==> src/rtl/password_lock_ctrl.sv <==
// Password lock controller: digit-by-digit code entry with retry counting,
// timed error and lockout displays, and password change from the open state.
module password_lock_ctrl #(
  parameter int DIGITS      = 4,
  parameter int DIGIT_W     = 4,
  parameter int MAX_TRIES   = 3,
  parameter int FAIL_CYCLES = 50_000_000,
  parameter int LOCK_CYCLES = 500_000_000,
  parameter logic [DIGITS*DIGIT_W-1:0] RESET_CODE = 16'h1234
) (
  input  logic                clk,
  input  logic                reset,
  input  logic                enter,
  input  logic                clear,
  input  logic                change,
  input  logic [DIGIT_W-1:0]  switch,
  output logic [7*DIGITS-1:0] ssd,
  output logic [7:0]          led
);

  localparam int CODE_W  = DIGITS * DIGIT_W;
  localparam int MAX_CYC = (FAIL_CYCLES > LOCK_CYCLES) ? FAIL_CYCLES : LOCK_CYCLES;
  localparam int TIMER_W = (MAX_CYC > 1) ? $clog2(MAX_CYC) : 1;
  localparam int POS_W   = $clog2(DIGITS + 1);
  localparam int TRY_W   = $clog2(MAX_TRIES + 1);

  localparam logic [TIMER_W-1:0] FAIL_LAST = TIMER_W'(FAIL_CYCLES - 1);
  localparam logic [TIMER_W-1:0] LOCK_LAST = TIMER_W'(LOCK_CYCLES - 1);
  localparam logic [POS_W-1:0]   POS_FULL  = POS_W'(DIGITS);
  localparam logic [TRY_W-1:0]   TRY_LIMIT = TRY_W'(MAX_TRIES);
  localparam logic [6:0]         SEG_DASH  = 7'b0111111;
  localparam logic [6:0]         SEG_E     = 7'b0000110;

  typedef enum logic [2:0] {
    S_ENTRY   = 3'd0,
    S_CHECK   = 3'd1,
    S_FAIL    = 3'd2,
    S_LOCKOUT = 3'd3,
    S_OPEN    = 3'd4,
    S_SET     = 3'd5
  } state_t;

  state_t              r_state;
  state_t              w_next;
  logic [CODE_W-1:0]   r_pw;
  logic [CODE_W-1:0]   r_buf;
  logic [CODE_W-1:0]   w_buf_wr;
  logic [POS_W-1:0]    r_pos;
  logic [POS_W-1:0]    w_pos_inc;
  logic [TRY_W-1:0]    r_tries;
  logic [TIMER_W-1:0]  r_timer;
  logic [7*DIGITS-1:0] r_ssd_q;
  logic                r_enter_q;
  logic                r_clear_q;
  logic                r_change_q;
  logic                r_armed;

  logic w_enter_e;
  logic w_clear_e;
  logic w_change_e;
  logic w_clr;
  logic w_chg;
  logic w_ent;
  logic w_full;
  logic w_match;
  logic w_last_try;

  function automatic logic [6:0] seg7(input logic [3:0] v);
    case (v)
      4'h0:    seg7 = 7'b1000000;
      4'h1:    seg7 = 7'b1111001;
      4'h2:    seg7 = 7'b0100100;
      4'h3:    seg7 = 7'b0110000;
      4'h4:    seg7 = 7'b0011001;
      4'h5:    seg7 = 7'b0010010;
      4'h6:    seg7 = 7'b0000010;
      4'h7:    seg7 = 7'b1111000;
      4'h8:    seg7 = 7'b0000000;
      4'h9:    seg7 = 7'b0010000;
      4'hA:    seg7 = 7'b0001000;
      4'hB:    seg7 = 7'b0000011;
      4'hC:    seg7 = 7'b1000110;
      4'hD:    seg7 = 7'b0100001;
      4'hE:    seg7 = 7'b0000110;
      default: seg7 = 7'b0001110;
    endcase
  endfunction

  // r_armed masks the first cycle after reset so a button held through reset
  // release does not register as a press.
  assign w_enter_e  = enter  & ~r_enter_q  & r_armed;
  assign w_clear_e  = clear  & ~r_clear_q  & r_armed;
  assign w_change_e = change & ~r_change_q & r_armed;

  assign w_clr = w_clear_e;
  assign w_chg = w_change_e & ~w_clear_e;
  assign w_ent = w_enter_e & ~w_clear_e & ~w_change_e;

  assign w_pos_inc  = r_pos + 1'b1;
  assign w_full     = (w_pos_inc == POS_FULL);
  assign w_match    = (r_buf == r_pw);
  assign w_last_try = ((r_tries + 1'b1) == TRY_LIMIT);

  always_comb begin
    w_buf_wr = r_buf;
    for (int i = 0; i < DIGITS; i++) begin
      if (r_pos == POS_W'(i)) begin
        w_buf_wr[(DIGITS-1-i)*DIGIT_W +: DIGIT_W] = switch;
      end
    end
  end

  always_ff @(posedge clk) begin
    if (!reset) begin
      r_state <= S_ENTRY;
    end else begin
      r_state <= w_next;
    end
  end

  always_comb begin
    w_next = r_state;
    case (r_state)
      S_ENTRY: begin
        if (w_ent && w_full) w_next = S_CHECK;
      end
      S_CHECK: begin
        if (w_match)         w_next = S_OPEN;
        else if (w_last_try) w_next = S_LOCKOUT;
        else                 w_next = S_FAIL;
      end
      S_FAIL: begin
        if (r_timer == FAIL_LAST) w_next = S_ENTRY;
      end
      S_LOCKOUT: begin
        if (r_timer == LOCK_LAST) w_next = S_ENTRY;
      end
      S_OPEN: begin
        if (w_clr)      w_next = S_ENTRY;
        else if (w_chg) w_next = S_SET;
      end
      S_SET: begin
        if (w_clr)               w_next = S_OPEN;
        else if (w_ent && w_full) w_next = S_ENTRY;
      end
      default: w_next = S_ENTRY;
    endcase
  end

  always_ff @(posedge clk) begin
    if (!reset) begin
      r_pw       <= RESET_CODE;
      r_buf      <= '0;
      r_pos      <= '0;
      r_tries    <= '0;
      r_timer    <= '0;
      r_ssd_q    <= {DIGITS{SEG_DASH}};
      r_enter_q  <= 1'b0;
      r_clear_q  <= 1'b0;
      r_change_q <= 1'b0;
      r_armed    <= 1'b0;
    end else begin
      r_enter_q  <= enter;
      r_clear_q  <= clear;
      r_change_q <= change;
      r_armed    <= 1'b1;
      r_ssd_q    <= ssd;

      if (w_next != r_state) begin
        r_timer <= '0;
      end else if (r_state == S_FAIL || r_state == S_LOCKOUT) begin
        r_timer <= r_timer + 1'b1;
      end

      case (r_state)
        S_ENTRY, S_SET: begin
          if (w_clr) begin
            r_buf <= '0;
            r_pos <= '0;
          end else if (w_ent) begin
            // A completed SET commits straight to the password; a completed
            // ENTRY keeps the full buffer for the compare in CHECK.
            if (w_full && r_state == S_SET) begin
              r_pw  <= w_buf_wr;
              r_buf <= '0;
              r_pos <= '0;
            end else begin
              r_buf <= w_buf_wr;
              r_pos <= w_pos_inc;
            end
          end
        end
        S_CHECK: begin
          r_pos <= '0;
          if (w_match) begin
            r_tries <= '0;
          end else begin
            r_buf <= '0;
            if (r_tries != TRY_LIMIT) r_tries <= r_tries + 1'b1;
          end
        end
        S_FAIL: begin
          if (r_timer == FAIL_LAST) r_buf <= '0;
        end
        S_LOCKOUT: begin
          if (r_timer == LOCK_LAST) begin
            r_buf   <= '0;
            r_tries <= '0;
          end
        end
        S_OPEN: begin
          if (w_clr || w_chg) begin
            r_buf <= '0;
            r_pos <= '0;
          end
        end
        default: begin
          r_buf <= '0;
          r_pos <= '0;
        end
      endcase
    end
  end

  always_comb begin
    logic [3:0] v;
    ssd = {DIGITS{SEG_DASH}};
    v   = '0;
    if (r_state == S_CHECK) begin
      ssd = r_ssd_q;
    end else begin
      for (int i = 0; i < DIGITS; i++) begin
        v = 4'(r_buf[(DIGITS-1-i)*DIGIT_W +: DIGIT_W]);
        case (r_state)
          S_ENTRY, S_SET: begin
            if (POS_W'(i) < r_pos) ssd[(DIGITS-1-i)*7 +: 7] = seg7(v);
          end
          S_OPEN:  ssd[(DIGITS-1-i)*7 +: 7] = seg7(v);
          S_FAIL:  ssd[(DIGITS-1-i)*7 +: 7] = SEG_E;
          default: ssd[(DIGITS-1-i)*7 +: 7] = SEG_DASH;
        endcase
      end
    end
    led = {4'(r_pos), (r_state == S_SET), (r_state == S_LOCKOUT),
           (r_state == S_FAIL), (r_state == S_OPEN)};
  end

endmodule

==> config.mk <==
export PLATFORM = sky130hd
export DESIGN_NAME = password_lock_ctrl
export DESIGN_NICKNAME = d
export VERILOG_FILES = /design/src/rtl/password_lock_ctrl.sv
export SDC_FILE = /design/constraint.sdc
export NUM_CORES = 1
export LEC_CHECK = 0
export ABC_CLOCK_PERIOD_IN_PS = 7300
export BUFFER_PORTS_ARGS = -buffer_cell sky130_fd_sc_hd__buf_2
export CAP_MARGIN = 25
export CORE_MARGIN = 2
export CORE_UTILIZATION = 58
export DETAILED_ROUTE_END_ITERATION = 10
export PLACE_DENSITY = 0.77
export SLEW_MARGIN = 20
export SYNTH_ARGS = -nofsm -noshare
export SYNTH_HDL_FRONTEND = slang
export SYNTH_SLANG_ARGS = --single-unit
==> constraint.sdc <==
create_clock -name clk -period 7.3 [get_ports clk]
set_input_delay 0.73 -clock clk [delete_from_list [all_inputs] [get_ports clk]]
set_output_delay 0.73 -clock clk [all_outputs]
set_load 0.05 [all_outputs]
==> impl_metrics.csv <==
group,metric,value,unit
drt,wl_per_cell,18.0,µm
global_routing,grt.total_usage,29.4,%
power_and_ir_drop,leakage,3.11,nW
clock_tree,cts_made_buffers,17,
critical_path,path_class,"reg -> reg",
synth,yosysTopAreaCell,"dfxtp_1",
die,start_util,59.9,%
synth,syn_area,6870,µm²
critical_path,cp.arrival,4.65,ns
timing,tns,0,ns
timing,worst_slack,3.01,ns
synth,synth-edff-count,0,
cells_and_area,diodes,0,
placed_design,post-place-ws,3.18,ns
global_routing,grt_pass1_wl,29700,µm
clock_tree,clkTransAtPathRegs,0.05,ns
critical_path,crit_required,7.66,ns
timing,layout_min_cycle_time,4.29,ns
timing,grt_setup_unrepaired,"no",
timing,setup_violations,0,
placed_design,placed_area,7110,µm²
timing,max_slew_margin,36.1,%
run,cap_violations,0,
drt,viasPerCell,6.10,
timing,final.setup_skew,0.00783,ns
power_and_ir_drop,fin_total_pwr,1.61,mW
global_routing,overflow,0,
global_routing,antenna_found_initial,0,
synth,synth_cell_types,70,
clock_tree,holdBufCountCts,0,
synth,async_flop_share,0,%
die,die_h,113,µm
die,core-area,11500,µm²
clock_tree,clk_path_buf_depth,2,
critical_path,start_kind,"flip-flop",
drt,vias,6200,
placed_design,hpwl,12800,µm
clock_tree,cts.sinks,129,
synth,synth_top_area_share,37.6,%
cells_and_area,area_growth,11.7,%
clock_tree,cts_max_level,4,
drt,drtIter0Drc,432,
synth,netlist_instances,842,
cells_and_area,fin_area,7670,µm²
drt,drtAntennaViolNets,0,
die,dieWidth,113,µm
synth,yosysWarnings,0,
status,outcome,"finished clean",
die,rows,39,
cells_and_area,drive_gt1_share,10.5,%
drt,drc,0,
die,die_area,12700,µm²
cells_and_area,layout.nets,902,
clock_tree,ctsResizeCount,0,
synth,synth_area_per_cell,8.15,µm²
timing,fin_crit_sh,58.7,%
power_and_ir_drop,powerDensity,210,nW/µm²
critical_path,cp_max_fo,18,
clock_tree,cts_root_buf,"clkbuf_16",
timing,max_freq,233,MHz
drt,dr.pass1.iters,5,
placed_design,routabilityCongestion,0.964,
cells_and_area,final_util,66.9,%
global_routing,grt_pass1_vias,5974,
synth,synth_seq_cells,129,
timing,drv_slew,0,
clock_tree,cts_setup_buffers,0,
timing,tightest_slew,0.957,ns
global_routing,grt_max_degree,77,
critical_path,endpoint_kind,"flip-flop",
clock_tree,cts_tree,"yes",
clock_tree,insertion_delay,0.43,ns
power_and_ir_drop,ir_drop,0.000321,V
placed_design,io_buffers,43,
timing,report.final.hold_viol_count,0,
die,pin_count,45,
synth,syn-num-nets,882,
synth,synth_flop_cell,"dfxtp_1",
hold_path,min_path_type,"reg -> reg",
drt,totalWireLength,18300,µm
synth,seq_area_frac_synth,37.6,%
synth,ys_top_cells_by_area,"dfxtp_1, nor2_1, ha_1",
cells_and_area,n_fill_cell,934,
==> cells in the mapped netlist (10+ instances only) <==
library cell,number
o22ai_1,16
o21ai_0,23
xnor2_1,13
nor3_1,24
clkbuf_1,33
nand2_1,102
nor2_1,108
nor2b_1,10
xor2_1,33
nand2b_1,27
dfxtp_1,129
mux2i_1,18
a311oi_1,11
ha_1,31
and2_1,12
nand4_1,12
nand3_1,29
a21oi_1,37
inv_1,30
==> kinds of logic (layout without fill, tap and decap cells) <==
kind of cell,after synthesis,after routing,synth area share (%)
simple gates,376,376,27.2
compound gates,163,163,16.4
flops,129,129,37.6
buf+inv,78,109,4.57
xor+xnor,46,46,5.87
fa+ha+maj,31,31,5.65
mux,18,18,2.62
other cells,1,1,0.0546
==> critical path, stage by stage, from the launching register on <==
cell and delay [ns]:
dfxtp_1 0.67, nor2b_1 0.68, nand3_1 0.15, o2111a_1 0.21, a21oi_1 0.64, nand2_1 0.35
a21oi_1 0.43, nor2_1 0.16, ha_1 0.22, and2_0 0.14, a2111oi_0 0.43, a41o_1 0.14
==> cell usage in the layout, fill, tap and decap left out, types with 6 or more instances in the layout <==
master,n
nand2b_1,27
ha_1,31
o22a_1,8
nand4_1,12
clkbuf_16,17
a311oi_1,11
buf_2,43
o221ai_1,6
inv_1,30
and2_1,12
dfxtp_1,129
xnor2_1,13
nor2b_1,10
a211oi_1,9
nor4_1,6
a21oi_1,37
xor2_1,33
nand2_1,102
nor3_1,24
nand3_1,29
and4_1,6
mux2i_1,18
nor2_1,108
o22ai_1,16
and3_1,7
o21ai_0,23
==> power breakdown <==
| part | total, mW | switching, mW | internal (mW) |
|---|---|---|---|
| Sequential | 0.716 | 0.00448 | 0.712 |
| Clock | 0.805 | 0.298 | 0.507 |
| Combinational | 0.0911 | 0.0664 | 0.0247 |
| Total | 1.61 | 0.369 | 1.24 |
==> layout make-up <==
type | instances | area, µm² | share of cell area, %
multi-input cells | 635 | 3980 | 51.8
flip-flops and latches | 129 | 2580 | 33.7
clock buffers | 25 | 505 | 6.59
repair buffers | 48 | 260 | 3.39
well taps | 143 | 179 | 2.33
inverters | 31 | 116 | 1.52
clock inverters | 5 | 52.6 | 0.685
==> worst paths after layout <==
path,startpoint,end,slack (ns),cells after the start
setup / recovery,r_state[2],flip-flop,3.01,11
hold / removal,flip-flop,r_ssd_q[2],0.49,2
setup reg to reg,r_state[2],flip-flop,3.01,11
hold reg to reg,flip-flop,r_ssd_q[2],0.49,2
==> stage by stage <==
stage                     std cells  hold WS, ns
final                          1016        0.494
after global routing           1016        0.495
after CTS                      1016        0.482
after detailed placement        986        0.469
after global placement          985        0.460
after floorplan                 842        0.449
==> metal layers <==
layer / wire, µm / track usage [%] / up-vias
li1: - / - / 2980
met4: 599 / 13.4 / 0
met3: 1150 / 6.21 / 53
met2: 9100 / 50.7 / 229
met1: 7470 / 35.2 / 2938
met5: 0 / 0 / -
Note: power is estimated with default switching activity, not from simulation.
